==> config.mk <==
export PLATFORM = sky130hd
export DESIGN_NAME = axi_rx_fifo_channel
export DESIGN_NICKNAME = d
export VERILOG_FILES = /design/src/rtl/axi_pkg.sv /design/src/rtl/rx_fifo_mem.sv /design/src/rtl/axi_rx_fifo_channel.sv
export SDC_FILE = /design/constraint.sdc
export NUM_CORES = 1
export LEC_CHECK = 0
export ABC_AREA = 0
export BUFFER_PORTS_ARGS = -buffer_cell sky130_fd_sc_hd__buf_2
export CORE_ASPECT_RATIO = 0.7
export CORE_MARGIN = 3
export CORE_UTILIZATION = 47
export CTS_BUF_LIST = sky130_fd_sc_hd__clkbuf_4 sky130_fd_sc_hd__clkbuf_8
export CTS_CLUSTER_SIZE = 14
export DETAILED_ROUTE_END_ITERATION = 12
export GPL_TIMING_DRIVEN = 0
export PLACE_DENSITY = 0.71
export SLEW_MARGIN = 20
export SYNTH_ARGS = -nofsm -noshare
export SYNTH_HDL_FRONTEND = slang
export SYNTH_SLANG_ARGS = --single-unit
==> constraint.sdc <==
create_clock -name ACLK -period 2.3 [get_ports ACLK]
set_input_delay 0.46 -clock ACLK [delete_from_list [all_inputs] [get_ports ACLK]]
set_output_delay 0.46 -clock ACLK [all_outputs]
set_load 0.01 [all_outputs]
==> src/rtl/axi_pkg.sv <==
// Shared definitions for the AXI receive-side blocks: default geometry and
// pointer-width helper used to size FIFO addresses.
package axi_pkg;

    localparam int RX_WIDTH_DEF = 8;
    localparam int RX_DEPTH_DEF = 4;
    localparam int RX_AFULL_DEF = 3;

    function automatic int ptr_w(input int depth);
        return $clog2(depth);
    endfunction

endpackage

==> src/rtl/rx_fifo_mem.sv <==
// DEPTH x WIDTH register array: synchronous write, asynchronous read.
// The array holds no reset; occupancy is tracked by the owner of the pointers.
module rx_fifo_mem #(
    parameter int WIDTH = 9,
    parameter int DEPTH = 4,
    parameter int AW    = 2
) (
    input  logic             clk,
    input  logic             we,
    input  logic [AW-1:0]    waddr,
    input  logic [WIDTH-1:0] wdata,
    input  logic [AW-1:0]    raddr,
    output logic [WIDTH-1:0] rdata
);

    logic [WIDTH-1:0] mem_q [DEPTH];

    always_ff @(posedge clk) begin
        if (we) begin
            mem_q[waddr] <= wdata;
        end
    end

    assign rdata = mem_q[raddr];

endmodule

==> src/rtl/axi_rx_fifo_channel.sv <==
// Buffered receive side of one AXI channel: VALID/READY beats go into a small
// FIFO and are presented first-word-fall-through to the upper module.
module axi_rx_fifo_channel
    import axi_pkg::*;
#(
    parameter int WIDTH    = RX_WIDTH_DEF,
    parameter int DEPTH    = RX_DEPTH_DEF,
    parameter int AFULL_TH = RX_AFULL_DEF
) (
    input  logic                       ACLK,
    input  logic                       ARESET,
    input  logic                       VALID,
    output logic                       READY,
    input  logic [WIDTH-1:0]           xDATA,
    input  logic                       xLAST,
    output logic [WIDTH-1:0]           rx_data,
    output logic                       rx_last,
    output logic                       rx_new_data,
    input  logic                       rx_pop,
    output logic [$clog2(DEPTH):0]     rx_count,
    output logic                       rx_almost_full
);

    localparam int AW = ptr_w(DEPTH);
    localparam int CW = AW + 1;

    typedef struct packed {
        logic             last;
        logic [WIDTH-1:0] data;
    } rx_beat_t;

    logic [AW-1:0] wr_ptr_q, wr_ptr_d;
    logic [AW-1:0] rd_ptr_q, rd_ptr_d;
    logic [CW-1:0] count_q,  count_d;
    logic          ready_q,  ready_d;
    logic          push, pop;
    rx_beat_t      wbeat, rbeat;

    always_comb begin
        push     = VALID & ready_q;
        pop      = rx_pop & (count_q != '0);
        wr_ptr_d = wr_ptr_q;
        rd_ptr_d = rd_ptr_q;
        count_d  = count_q;
        if (push) begin
            wr_ptr_d = wr_ptr_q + AW'(1);
        end
        if (pop) begin
            rd_ptr_d = rd_ptr_q + AW'(1);
        end
        case ({push, pop})
            2'b10:   count_d = count_q + CW'(1);
            2'b01:   count_d = count_q - CW'(1);
            default: count_d = count_q;
        endcase
        // READY is a function of next occupancy only, so it never combinationally follows VALID.
        ready_d = (count_d < CW'(DEPTH));
    end

    always_ff @(posedge ACLK or posedge ARESET) begin
        if (ARESET) begin
            wr_ptr_q <= '0;
            rd_ptr_q <= '0;
            count_q  <= '0;
            ready_q  <= 1'b0;
        end else begin
            wr_ptr_q <= wr_ptr_d;
            rd_ptr_q <= rd_ptr_d;
            count_q  <= count_d;
            ready_q  <= ready_d;
        end
    end

    assign wbeat = {xLAST, xDATA};

    rx_fifo_mem #(
        .WIDTH (WIDTH + 1),
        .DEPTH (DEPTH),
        .AW    (AW)
    ) u_mem (
        .clk   (ACLK),
        .we    (push),
        .waddr (wr_ptr_q),
        .wdata (wbeat),
        .raddr (rd_ptr_q),
        .rdata (rbeat)
    );

    assign READY          = ready_q;
    assign rx_data        = rbeat.data;
    assign rx_last        = rbeat.last;
    assign rx_new_data    = (count_q != '0);
    assign rx_count       = count_q;
    assign rx_almost_full = (count_q >= CW'(AFULL_TH));

endmodule

==> results of run 1 <==
report_power, final:
group / switching [W] / internal (W) / leakage, nW
registers: 0.000104 / 0.00104 / 0.420
logic: 0.000422 / 0.000436 / 0.305
clock network: 0.000268 / 0.000327 / 0.0548
total: 0.000793 / 0.00180 / 0.780
critical path: stages, from the launching register on:
cell     delay, ns
dfrtp_1       0.39
buf_6         0.19
mux4_2        0.52
buf_2         0.15
cells by family (layout without fill, tap and decap cells):
family                     after synthesis  after routing  synth area share (%)
and+or+nand+nor                          8              8                  2.44
muxes                                   11             11                  13.2
adders and majority gates                6              6                  4.74
buffers and inverters                    5             40                  1.58
AOI/OAI and AO/OA                        2              2                 0.935
DFF                                     44             44                  73.6
xor gates and xnor gates                 7              7                  3.52
through the flow:
step / std cells / hold slack [ns] / total power [W] / setup WS [ns] / util [%]
finish: 165 / 0.0967 / 0.00260 / 0.282 / 61.4
global route: 165 / 0.117 / 0.00276 / 0.191 / 61.4
CTS: 165 / 0.108 / 0.00263 / 0.260 / 61.4
detailed placement: 157 / 0.437 / 0.00204 / 0.328 / 57.9
global placement: 157 / 0.419 / 0.00201 / 0.359 / 57.9
floorplan: 83 / 0.276 / 0.00175 / 0.396 / -
path summary, 6_finish.rpt:
kind	to	slack, ns	cells past startpoint	start
setup / recovery	rx_data[3]	0.28	3	rd_ptr_q[0]
setup reg to reg	flip-flop	0.31	6	flip-flop
hold reg to reg	wr_ptr_q[0]	0.55	1	wr_ptr_q[0]
hold / removal	rd_ptr_q[0]	0.1	2	ARESET
min in group ACLK	u_mem.mem_q[0][1]	0.37	1	xDATA[1]
max in group asynchronous	rd_ptr_q[1]	1.95	2	ARESET
final cells by class:
cell class | count | area [um2]
Inverter | 3 | 11.3
Tap cell | 47 | 58.8
Sequential cell | 44 | 1280
Buffer | 2 | 16.3
Clock inverter | 3 | 46.3
Fill cell | 260 | 1290
Clock buffer | 5 | 68.8
Multi-Input combinational cell | 34 | 432
Timing Repair Buffer | 27 | 135
flip-flops by register name, summed over array words and instances, names as in the netlist, named ones only:
| name | count |
|---|---|
| rx_count | 2 |
| READY | 1 |
| wr_ptr_q | 2 |
| u_mem.mem_q | 36 |
| rd_ptr_q | 2 |
metal layers:
metal / vias up / track usage (%) / share of wire [%]
met4: 0 / 5.99 / 1.7
met3: 7 / 5.45 / 4.8
li1: 393 / - / -
met2: 21 / 21.0 / 48
met1: 416 / 18.7 / 46
met5: - / 0 / 0
cell usage after synthesis:
| cell | number |
|---|---|
| a21o_1 | 1 |
| and3_1 | 4 |
| buf_2 | 1 |
| buf_6 | 1 |
| dfrtp_1 | 8 |
| edfxtp_1 | 36 |
| fa_1 | 1 |
| ha_1 | 5 |
| inv_1 | 3 |
| mux2_2 | 2 |
| mux4_1 | 1 |
| mux4_2 | 8 |
| nand2_1 | 2 |
| nor2_1 | 1 |
| o31a_1 | 1 |
| or3_1 | 1 |
| xnor2_1 | 5 |
| xor2_1 | 2 |
==> impl_results.md, run 1 <==
- DRT antenna net count: 0
- Worst rel slew slack: 65.0%
- Starting DRT DRC Count: 82
- Synth Instances: 83
- Antenna Cells: 0
- Most frequent cells in the layout: edfxtp_1, buf_2, dfrtp_1, mux4_2
- Initial antenna violation count: 0
- Share of the synthesized area in the top cell type: 62.1%
- Global-route wire length before repair: 4410 um
- Row cnt: 17
- Initial Util: 52.1%
- Crit-path max FO: 10
- Hold buffer count at CTS: 0
- CTS sink cnt: 44
- Hold crit path type: in -> async
- Clk buf depth: 2
- Endpoints failing setup: 0
- Leakage Power: 0.780 nW
- Grt ovf: 0
- # port buffers: 27
- Post-CTS Setup Inserts: 0
- TritonRoute pass-1 iters: 4
- Clk_lat worst skew: 0.30 ns
- Layout Nets: 136
- Synth warn: 0
- Tmin final: 2.02 ns
- Crit start category: flip-flop
- CORE AREA: 3340 um2
- Final setup skew: 0.00724 ns
- Via count: 837
- Fin. Hold Viols: 0
- Die area: 4480 um2
- Syn avg cell area: 21.0 um2
- RSZ-0062 raised after global routing: no
- CTS H-Tree Depth: 2
- CTS root buf: clkbuf_8
- Drt drc: 0
- Syn_nets: 102
- DP HPWL: 1860 um
- CTS Buf Count: 5
- Slew at the pin closest to its max-slew limit: 0.525 ns
- DP Area: 1930 um2
- Max Freq: 496 MHz
- Pwr dens: 1270 nW/um2
- WL/cell: 16.5 um
- Design area: 2050 um2
- TritonCTS clock tree: yes
- Ports: 28
- Crit path required time: 1.84 ns
- Fraction of layout cells with a size suffix above 1: 39.8%
- Largest cells by area after synthesis: edfxtp_1, dfrtp_1, mux4_2, ha_1, xnor2_1
- Register area share after synthesis: 73.6%
- Post_cts resized: 0
- #FFs+latches synth: 44
- Final Max Slew Viols: 0
- Crit path DAT: 1.56 ns
- Detailed Route WL: 2720 um
- Vias in the first global route: 866
- Largest net degree at the start of global routing: 16
- Clk slew on worst S/H paths: 0.09 ns
- CP Class: reg -> out
- Final worst path period share: 87.7%
- Yosys cell types: 18
- Peak VDD IR: 798 uV
- Max-Cap Viols: 0
- Post-synthesis instance area: 1740 um2
- Sum of negative setup slack: 0 ns
- Status: finished clean
- Most common cell after layout, fill and taps aside: edfxtp_1
- Vias per inst: 5.07
- CP Capture Type: primary output
- P&R area growth vs syn: 17.8%
- Die W: 78.7 um
- Die H: 56.9 um
- GR Util All Layers: 14.1%
- Gpl congestion: 0.652
- Largest area contributor in the netlist: edfxtp_1
(Power assumes the default switching activity.)
==> run 2, diff against run 1 <==
Settings changed: PLACE_DENSITY 0.71 to 0.68.
==> run 2 against run 1 <==
  * Die area stayed put
  * Via count increased by 1.1%
  * Clock power is 25% lower
  * Wire length increased by 1.4%
  * Sequential power about the same
  * Register-to-register slack is essentially flat
  * Global-route usage about the same
  * Largest power group unchanged
  * Highest routed layer unchanged
==> impl_results.md, run 2 (synthesis gave the netlist of run 1 again) <==
- Starting DRT DRC Count: 83
- Layout Nets: 136
- Non-Filler Instances: 165
- TritonCTS clock tree: yes
- Detailed Route WL: 2760 um
- Die area: 4480 um2
- Die H: 56.9 um
- Clk_lat worst skew: 0.29 ns
- Crit path required time: 1.84 ns
- Vias per inst: 5.13
- CP bufs+invs: 2
- Status: finished clean
- Gate power share: 35.2%
- WP depth: 3
- Slowest CP cell: mux4_2
- Gpl congestion: 0.713
- Crit path DAT: 1.55 ns
- Ports: 28
- GR Util All Layers: 14.1%
- Clk buf depth: 2
- Multi-input gate area: 432 um2
- DP HPWL: 1910 um
- Fraction of layout cells with a size suffix above 1: 39.0%
- WL/cell: 16.7 um
- Final Max Slew Viols: 0
- DRT antenna net count: 0
- Drt drc: 0
- Crit start category: flip-flop
- RSZ-0062 raised after global routing: no
- CORE AREA: 3340 um2
- Number of fill cells in the layout: 264
- Most common cell after layout, fill and taps aside: edfxtp_1
- Most frequent cells in the layout: edfxtp_1, buf_2, dfrtp_1, mux4_2
- Leakage Power: 0.771 nW
- Die W: 78.7 um
- Largest Register: u_mem.mem_q
- Max Freq: 498 MHz
- R2R cell count: 6
- Switch share: 31.6%
- Endpoints failing setup: 0
- CTS H-Tree Depth: 2
- Sequential Area: 1280 um2
- TritonRoute pass-1 iters: 4
- Initial antenna violation count: 0
- CTS sink cnt: 44
- CTS Buf Count: 5
- Tmin final: 2.01 ns
- CP cell instances: buf_6 > mux4_2 > buf_2
- Placed cells: 157
- CP Capture Type: primary output
- Vias in the first global route: 880
- Post_cts resized: 0
- CTS root buf: clkbuf_8
- Initial Util: 52.1%
- Fin. Hold Viols: 0
- Slew at the pin closest to its max-slew limit: 0.505 ns
- Max reg flops: 36
- Hold crit path type: in -> async
- # port buffers: 27
- CP delay by family, top: multiplexers
- Crit-path max FO: 10
- Hold buffer count at CTS: 0
- Clk slew on worst S/H paths: 0.08 ns
- Grt ovf: 0
- Int Pwr: 0.00168 W
- Final setup skew: 0.00569 ns
- Pwr dens: 1220 nW/um2
- Peak VDD IR: 597 uV
- Post-CTS Setup Inserts: 0
- Largest net degree at the start of global routing: 14
- Psw: 0.000779 W
- Max incr delay on CP: 0.52 ns
- Via count: 846
- Global-route wire length before repair: 4580 um
- Seq pwr share: 46.7%
- Sum of negative setup slack: 0 ns
- Clock Power Share: 18.1%
- P&R area growth vs syn: 15.9%
- Worst rel slew slack: 66.3%
- Final worst path period share: 87.4%
- Max-Cap Viols: 0
- Row cnt: 17
- Antenna Cells: 0
- CP Class: reg -> out
run 2: metal layers:
metal	GRT usage [%]	part of all wire (%)
met1	19.3	46
met2	20.8	48
met3	5.93	5.0
met4	4.49	1.2
met5	0	0
run 2: power by group through the flow:
| stage | Sequential, W | Combinational [W] | Clock, W |
|---|---|---|---|
| after floorplan | 0.00116 | 0.000592 | 0 |
| after global placement | 0.00116 | 0.000860 | 0 |
| after detailed placement | 0.00117 | 0.000887 | 0 |
| after CTS | 0.00115 | 0.000892 | 0.000461 |
| after global routing | 0.00117 | 0.000974 | 0.000495 |
| final | 0.00115 | 0.000868 | 0.000445 |
run 2: through the flow:
step | power, W | hold slack [ns] | worst slack (ns) | util (%) | cell area (um2)
global placement | 0.00202 | 0.416 | 0.351 | 57.9 | 1930
detailed placement | 0.00205 | 0.421 | 0.324 | 57.9 | 1930
floorplan | 0.00175 | 0.276 | 0.396 | - | 1740
finish | 0.00246 | 0.101 | 0.290 | 60.4 | 2020
CTS | 0.00250 | 0.106 | 0.275 | 60.4 | 2020
global route | 0.00264 | 0.108 | 0.164 | 60.4 | 2020
run 2: worst paths after layout:
kind / start / endpoint / slack [ns]
worst max register to register: flip-flop / READY / 0.30
min in group ACLK: xDATA[1] / u_mem.mem_q[3][1] / 0.38
worst min register to register: wr_ptr_q[0] / wr_ptr_q[0] / 0.56
worst min-delay path: ARESET / async pin / 0.10
worst max-delay path: rd_ptr_q[0] / rx_data[7] / 0.29
max in group asynchronous: ARESET / rd_ptr_q[1] / 1.96
run 2: area by class of cell:
cell class	count	area share, %
flip-flops and latches	44	63.5
multi-input cells	34	21.4
repair buffers	27	6.70
clock buffers	5	3.41
well taps	47	2.92
plain buffers	2	0.806
clock inverters	3	0.682
inverters	3	0.558
run 2: worst register-to-register path, stage by stage, from the launching register on:
cell     delay (ns)
dfrtp_1        0.46
o31a_1         0.37
ha_1           0.23
fa_1           0.38
xnor2_1        0.13
nor2_1         0.18
xnor2_1        0.16
